## src/rtl/ele_ctrl_n.sv

```systemverilog
// Multi-floor elevator controller: edge-captured per-floor calls, SCAN scheduling,
// prescaled travel/door phase timing and BCD countdown for the board display.
module ele_ctrl_n #(
  parameter int N_FLOORS = 4,
  parameter int FW       = 2,
  parameter int TICK_DIV = 10,
  parameter int MOVE_T   = 30,
  parameter int DOOR_T   = 40,
  parameter int BEEP_T   = 5
) (
  input  logic                clk,
  input  logic                sysclr_n,
  input  logic                en,
  input  logic [N_FLOORS-1:0] call_req,
  input  logic                call_clr,
  output logic [N_FLOORS-1:0] led,
  output logic [FW-1:0]       floor_disp,
  output logic                state_up,
  output logic                state_down,
  output logic                state_stay,
  output logic                door_open,
  output logic [3:0]          cnt_s_disp,
  output logic [3:0]          cnt_ms_disp,
  output logic                beep_en
);

  localparam int PW = (TICK_DIV > 1) ? $clog2(TICK_DIV) : 1;
  localparam int TW = 7;

  typedef enum logic [1:0] {IDLE, MOVE_UP, MOVE_DOWN, DOOR} state_t;

  state_t              state, state_nxt;
  logic [FW-1:0]       floor_q, floor_nxt, floor_step;
  logic                dir_up, dir_up_nxt;
  logic [N_FLOORS-1:0] pending, pend_nxt, pend_clr, prev_req, rise, stop_mask;
  logic [PW-1:0]       presc;
  logic [TW-1:0]       timer, limit, remain;
  logic                running, tick, phase_done, restart, reopen;
  logic                above, below, here, beyond_up, beyond_dn;

  function automatic logic [3:0] bcd_tens(input logic [TW-1:0] v);
    bcd_tens = 4'(v / TW'(10));
  endfunction

  function automatic logic [3:0] bcd_ones(input logic [TW-1:0] v);
    bcd_ones = 4'(v % TW'(10));
  endfunction

  assign running    = en && (state != IDLE);
  assign tick       = running && (presc == PW'(TICK_DIV - 1));
  assign limit      = (state == DOOR) ? TW'(DOOR_T) : TW'(MOVE_T);
  assign phase_done = tick && (timer == limit - TW'(1));
  assign floor_step = (state == MOVE_DOWN) ? floor_q - FW'(1) : floor_q + FW'(1);
  assign here       = pending[floor_q];

  // Scheduler view of pending requests relative to the car
  always_comb begin
    above     = 1'b0;
    below     = 1'b0;
    beyond_up = 1'b0;
    beyond_dn = 1'b0;
    for (int i = 0; i < N_FLOORS; i++) begin
      if (pending[i]) begin
        if (i > int'(floor_q))     above     = 1'b1;
        if (i < int'(floor_q))     below     = 1'b1;
        if (i > int'(floor_q) + 1) beyond_up = 1'b1;
        if (i + 1 < int'(floor_q)) beyond_dn = 1'b1;
      end
    end
  end

  // A press at the floor where the car stands is absorbed (reopens the door if open)
  always_comb begin
    rise      = call_req & ~prev_req;
    stop_mask = '0;
    if (state == IDLE || state == DOOR) stop_mask[floor_q] = 1'b1;
    reopen    = (state == DOOR) && |(rise & stop_mask);
  end

  always_comb begin
    state_nxt  = state;
    floor_nxt  = floor_q;
    dir_up_nxt = dir_up;
    pend_clr   = '0;
    restart    = 1'b0;
    if (en) begin
      case (state)
        IDLE: begin
          if (here) begin
            state_nxt         = DOOR;
            pend_clr[floor_q] = 1'b1;
            restart           = 1'b1;
          end else if (above && (dir_up || !below)) begin
            state_nxt  = MOVE_UP;
            dir_up_nxt = 1'b1;
            restart    = 1'b1;
          end else if (below) begin
            state_nxt  = MOVE_DOWN;
            dir_up_nxt = 1'b0;
            restart    = 1'b1;
          end
        end
        MOVE_UP, MOVE_DOWN: begin
          if (phase_done) begin
            floor_nxt = floor_step;
            restart   = 1'b1;
            if (pending[floor_step]) begin
              state_nxt            = DOOR;
              pend_clr[floor_step] = 1'b1;
            end else if (!((state == MOVE_UP) ? beyond_up : beyond_dn)) begin
              state_nxt = IDLE;
            end
          end
        end
        DOOR: begin
          if (phase_done) state_nxt = IDLE;
        end
        default: state_nxt = IDLE;
      endcase
    end
    if (reopen) begin
      state_nxt = DOOR;
      restart   = 1'b1;
    end
  end

  always_comb begin
    pend_nxt = (pending | (rise & ~stop_mask)) & ~pend_clr;
    if (call_clr) pend_nxt = '0;
  end

  always_ff @(posedge clk or negedge sysclr_n) begin
    if (!sysclr_n) begin
      state    <= IDLE;
      floor_q  <= '0;
      dir_up   <= 1'b1;
      pending  <= '0;
      prev_req <= '0;
      presc    <= '0;
      timer    <= '0;
    end else begin
      state    <= state_nxt;
      floor_q  <= floor_nxt;
      dir_up   <= dir_up_nxt;
      pending  <= pend_nxt;
      prev_req <= call_req;
      if (restart || state_nxt == IDLE) begin
        presc <= '0;
        timer <= '0;
      end else if (running) begin
        if (tick) begin
          presc <= '0;
          timer <= timer + TW'(1);
        end else begin
          presc <= presc + PW'(1);
        end
      end
    end
  end

  assign remain      = (state == IDLE) ? '0 : limit - timer;
  assign led         = pending;
  assign floor_disp  = floor_q;
  assign state_up    = (state == MOVE_UP);
  assign state_down  = (state == MOVE_DOWN);
  assign state_stay  = (state == IDLE) || (state == DOOR);
  assign door_open   = (state == DOOR);
  assign cnt_s_disp  = bcd_tens(remain);
  assign cnt_ms_disp = bcd_ones(remain);
  assign beep_en     = (state == DOOR) && (BEEP_T != 0) &&
                       ((TW'(DOOR_T) - timer) <= TW'(BEEP_T));

endmodule

```

## config.mk

```make
export PLATFORM = sky130hd
export DESIGN_NAME = ele_ctrl_n
export DESIGN_NICKNAME = d
export VERILOG_FILES = /design/src/rtl/ele_ctrl_n.sv
export SDC_FILE = /design/constraint.sdc
export NUM_CORES = 1
export LEC_CHECK = 0
export ABC_AREA = 1
export CAP_MARGIN = 30
export CORE_MARGIN = 4
export CORE_UTILIZATION = 45
export CTS_CLUSTER_DIAMETER = 50
export DETAILED_ROUTE_END_ITERATION = 7
export DONT_BUFFER_PORTS = 1
export PLACE_DENSITY = 0.69
export SLEW_MARGIN = 10
export SYNTH_ARGS = -nofsm -noshare
export SYNTH_HDL_FRONTEND = slang
export SYNTH_SLANG_ARGS = --single-unit
```

## constraint.sdc

```tcl
create_clock -name clk -period 8.2 [get_ports clk]
set_input_delay 0.41 -clock clk [delete_from_list [all_inputs] [get_ports clk]]
set_output_delay 0.41 -clock clk [all_outputs]
set_load 0.05 [all_outputs]
```

; Word level (Yosys, flattened, before mapping)
; Index checks and enable logic that the tools add are counted.
[op_classes]
n_eq_ne = 5
order_cmp = 15
reduce_logical = 23
n_bitwise = 9
shifts = 0
div_mod_pow = 2
n_addsub = 8
mux = 68
mul = 0
[op_table]
columns = op, n
row1 = 1-bit 2-to-1 mux, 37
row2 = 4-bit 2-to-1 mux, 9
row3 = "1-bit by 32-bit > comparator with 1-bit output, first input constant", 1
row4 = "2-bit by 32-bit > comparator with 1-bit output, first input constant", 1
row5 = "3-bit by 32-bit > comparator with 1-bit output, first input constant", 1
row6 = 7-bit 2-to-1 mux, 4
row7 = 2-bit 2-to-1 mux, 10
row8 = 4-bit AND, 4
row9 = 4-bit NOT, 3
row10 = 1-bit logical AND, 8
row11 = 4-bit one-hot mux with 2 select lines, 1
row12 = 2-bit nonzero test, 4
row13 = "7-bit by 1-bit adder with 7-bit output, second input constant", 1
row14 = "7-bit by 4-bit divider with 7-bit output, second input constant", 1
row15 = 7-bit == test, 1
row16 = "7-bit by 3-bit <= comparator with 1-bit output, second input constant", 1
row17 = "7-bit by 4-bit remainder unit with 7-bit output, second input constant", 1
row18 = "6-bit by 1-bit subtractor with 7-bit output, second input constant", 1
row19 = 6-bit by 7-bit subtractor with 7-bit output, 1
row20 = "6-bit by 7-bit subtractor with 7-bit output, first input constant", 1
row21 = "2-bit by 3-bit less-than comparator with 1-bit output, second input constant", 2
row22 = 6-bit 2-to-1 mux, 1
row23 = 2-bit one-hot mux with 3 select lines, 1
row24 = "4-bit by 1-bit adder with 4-bit output, second input constant", 1
row25 = other kinds (25), 34
[word_totals]
output_inout_bits = 19
latch_bits = 0
reg_bits = 24
wordCells = 137
mem_bits_ro = 0
n_memories = 0
mem_bits_rw = 0

; Logic depth before layout (Yosys ltp)
[depth]
depth_word = 21
ltp_mapped = 29
depth_no_buf = 29

; Worst setup path after synthesis
; OpenSTA, ideal clock, no wires.
[synth_path]
path_type = register to output
startpoint = reg state[0]
endpoint = out cnt_ms_disp[1]
stages_incl_launch_ff = 30
n_path_buf = 0
setup_slack_ns = 3.005
arrival_time_ns = 4.785
cell_sequence = dfrtp_1 -> ha_1 -> inv_1 -> ha_1 -> nand2_1 -> nor2_1 -> nand2_1 -> nand3_1 -> nand2_1 -> nor2_2 -> nand3_2 -> nand2_1 -> inv_1 -> ha_1 -> inv_1 -> nand3_2 -> nand2_2 -> nand3_2 -> nand2_2 -> nand3_1 -> nand2_2 -> nand2_2 -> nand2_1 -> nand2_1 -> inv_1 -> ha_1 -> nand3b_4 -> nand3_4 -> nand2_1 -> nand2_1
[synth_between]
elab_chain_len = 5
word_cells_on_any_way = 6
cone_classes = 1 x add/sub / 1 x div / 1 x eq/ne / 2 x mux / 1 x reduce/logical
[synth_lines]
columns = item, line
row1 = "start, declared", 32  ; state_t state, state_nxt;
row2 = "start signal, assigned", 142  ; state <= state_nxt;
row3 = 2-bit == test, --
row4 = via door_open, 21  ; output logic door_open,
row5 = 6-bit 2-to-1 mux, 51  ; assign limit = (state == DOOR) ? TW'(DOOR_T) : TW'(MOVE_T);
row6 = 6-bit by 7-bit subtractor with 7-bit output, 161  ; assign remain = (state == IDLE) ? '0 : limit - timer;
row7 = 7-bit 2-to-1 mux, 161
row8 = 7-bit by 4-bit remainder unit with 7-bit output, 46  ; bcd_ones = 4'(v % TW'(10));
row9 = "end, declared", 23  ; output logic [3:0] cnt_ms_disp,
; The timed path passes the listed nets, and every way through them passes these cells.

; Worst setup path after layout
[layout_path]
startpoint = reg state[1]
endpoint = out cnt_ms_disp[2]
; Same word-level chain as after synthesis.

==> metrics.md <==
| Metric | Value |
|---|---|
| Layout cells sized above 1 | `11.0%` |
| Final slew viol count | `0` |
| Ports | `27` |
| CP Max Fanout | `8` |
| Final Hold Vio Count | `0` |
| Synth Flop Type | `dfrtp_1` |
| # setup viols final | `0` |
| Worst Setup End Kind | `primary output` |
| RSZ-0062 raised after global routing | `no` |
| CP max stage delay | `700 ps` |
| Max-cap violations | `0` |
| Area contributors post-synth | `dfrtp_1 (24%), nand2_1 (13%), ha_1 (13%), inv_1 (7.2%), nor2_1 (5.6%)` |
| Syn Nets | `383` |
| Final Cycle Share | `73.6%` |
| Fmax | `166 MHz` |
| CTS resizes | `0` |
| N_diodes | `0` |
| Most common cell in the netlist | `nand2_1` |
| Vias per cell | `5.19` |
| CTS tree | `yes` |
| HP Class | `primary input to register` |
| Setup Fix Bufs, Post-CTS | `0` |
| Deepest clock path buffer count | `2` |
| Multi-input logic area | `1580 µm²` |
| DR vias | `2202` |
| WP data required | `7790 ps` |
| Tmin final | `6030 ps` |
| Die area | `6560 µm²` |
| IO Port Bufs | `0` |
| Crit path arrival time | `5620 ps` |
| 1st-iter DRT viols | `162` |
| DIE WIDTH | `81.0 µm` |
| Starting density of the core | `46.6%` |
| Avg Inst Size Synth | `6.85 µm²` |
| Synth cell types | `41` |
| DRC Markers | `0` |
| Yosys top cell area share | `24.0%` |
| Worst-margin pin slew | `902 ps` |
| Num CTS Buffers | `3` |
| GRT Util Overall | `17.5%` |
| Die span in y | `81.0 µm` |
| Clock Latency Late Sink | `270 ps` |
| Global route hottest layer | `met2` |
| Storage cell area | `602 µm²` |
| M1 GR Usage | `26.4%` |
| Grt met3 use | `2.11%` |
| Fin Setup TNS | `0 ps` |
| Cell Area, Synth | `2400 µm²` |
| TritonCTS Sinks | `24` |
| Crit path kind | `register to primary output` |
| Sequential-to-total area share from yosys stat | `25.1%` |
| Share of async-settable or async-resettable flops after synthesis | `100%` |
| Slowest stage cell, crit path | `ha_1` |
| Global-route wire length before repair | `9160 µm` |
| GR Util met2 | `26.5%` |
| Post-synth top area cell | `dfrtp_1` |
| Commonest cells post-synth | `nand2_1 (81), inv_1 (46), nor2_1 (36)` |
| Pre-antenna DRT Iters | `4` |
| Most common cell on crit path | `nand2_1` |
| Gpl congestion | `0.831` |
| Area grow syn2layout | `7.26%` |
| # rows | `26` |
| Slew HR | `39.7%` |
| Core area | `5140 µm²` |
| Clock Pin Slew Worst Setup and Hold Paths | `90 ps` |
| Root Driver | `clkbuf_8` |
| Total Wirelength | `5380 µm` |
| Post-synth EDFFs | `0` |
| Total gr overflow | `0` |
| Hold-fix buffer count after cts | `2` |
| Routed Antenna Nets | `0` |
| Largest net degree at the start of global routing | `25` |
| H-tree levels | `1` |
| Gate count after technology mapping | `350` |
| FILL cells | `564` |
| Worst Clk Skew | `7.34 ps` |
| Vias in the first global route | `1933` |
| Drt wl/cell | `12.7 µm` |
| Status | `finished, final reports clean` |
| Hpwl dp | `4330 µm` |
| FF+latch count, synth | `24` |
| # nets final | `388` |
| Antenna violations before repair | `0` |
| YS warnings | `0` |
| Critical Path Start Type | `register` |
==> cell families after synthesis <==
logic type,count (synthesis),share of synthesized area [%]
adders and majority gates,25,13.4
buffers and inverters,57,9.14
xor gates and xnor gates,10,3.66
DFF,24,25.1
AOI/OAI and AO/OA,51,13.1
and+or+nand+nor,183,35.7
==> cells in the final DEF (no fill, tap or decap), drive strengths merged, types with 2 or more instances in the layout <==
master,instances
nand3,30
clkbuf,4
buf,3
o21ai,11
ha,24
inv,53
nor3,9
xnor2,2
nand4,9
dfrtp,23
o211ai,2
xor2,8
o22ai,2
a32oi,2
or2,4
nor2,41
a31oi,4
nand2,88
a21oi,23
==> critical path, delay by kind of cell (launching register included) <==
kind                       cells  cell delay, ps
and+or+nand+nor               19            2690
adders and majority gates      4            1490
AOI/OAI and AO/OA              1             240
DFF                            1             430
buffers and inverters          4             500
==> per-stage QoR <==
step | hold WS [ps] | cells | area, µm² | util, % | worst slack [ps]
floorplan | 114 | 350 | 2400 | - | 3010
global placement | 115 | 418 | 2480 | 48.3 | 2650
detailed placement | 115 | 418 | 2480 | 48.3 | 2490
CTS | 153 | 424 | 2570 | 50.0 | 2170
global route | 143 | 424 | 2570 | 50.0 | 1680
finish | 159 | 424 | 2570 | 50.0 | 2170
==> worst paths after layout <==
kind / from / endpoint / slack (ps) / depth (start not counted)
worst max-delay path: state[1] / cnt_ms_disp[2] / 2170 / 28
worst min-delay path: call_req[2] / prev_req[2] / 160 / 0
worst max register to register: state[1] / presc[2] / 4250 / 18
worst min register to register: dir_up / dir_up / 480 / 2
max in group asynchronous: sysclr_n / dir_up / 7420 / 2
min in group asynchronous: sysclr_n / prev_req[2] / 560 / 2
==> layer usage <==
| metal | wire length [µm] | vias up | part of all wire, % |
|---|---|---|---|
| li1 | - | 1158 | - |
| met1 | 2790 | 1002 | 52 |
| met2 | 2380 | 38 | 44 |
| met3 | 155 | 4 | 2.9 |
| met4 | 44 | 0 | 0.82 |
| met5 | 0 | - | 0 |
==> state kept, by name, summed over array words and instances (netlist names) <==
register	cells
dir_up	1
floor_disp	2
led	4
presc	4
prev_req	4
state	2
timer	7
==> cell type report <==
type | count | area share (%)
inverters | 53 | 7.74
well taps | 70 | 3.41
multi-input cells | 269 | 61.5
clock buffers | 4 | 2.14
repair buffers | 4 | 1.75
flip-flops and latches | 24 | 23.4
Power is not shown: default switching activity piles up to over one toggle a cycle in this logic, so the estimate is an artifact.
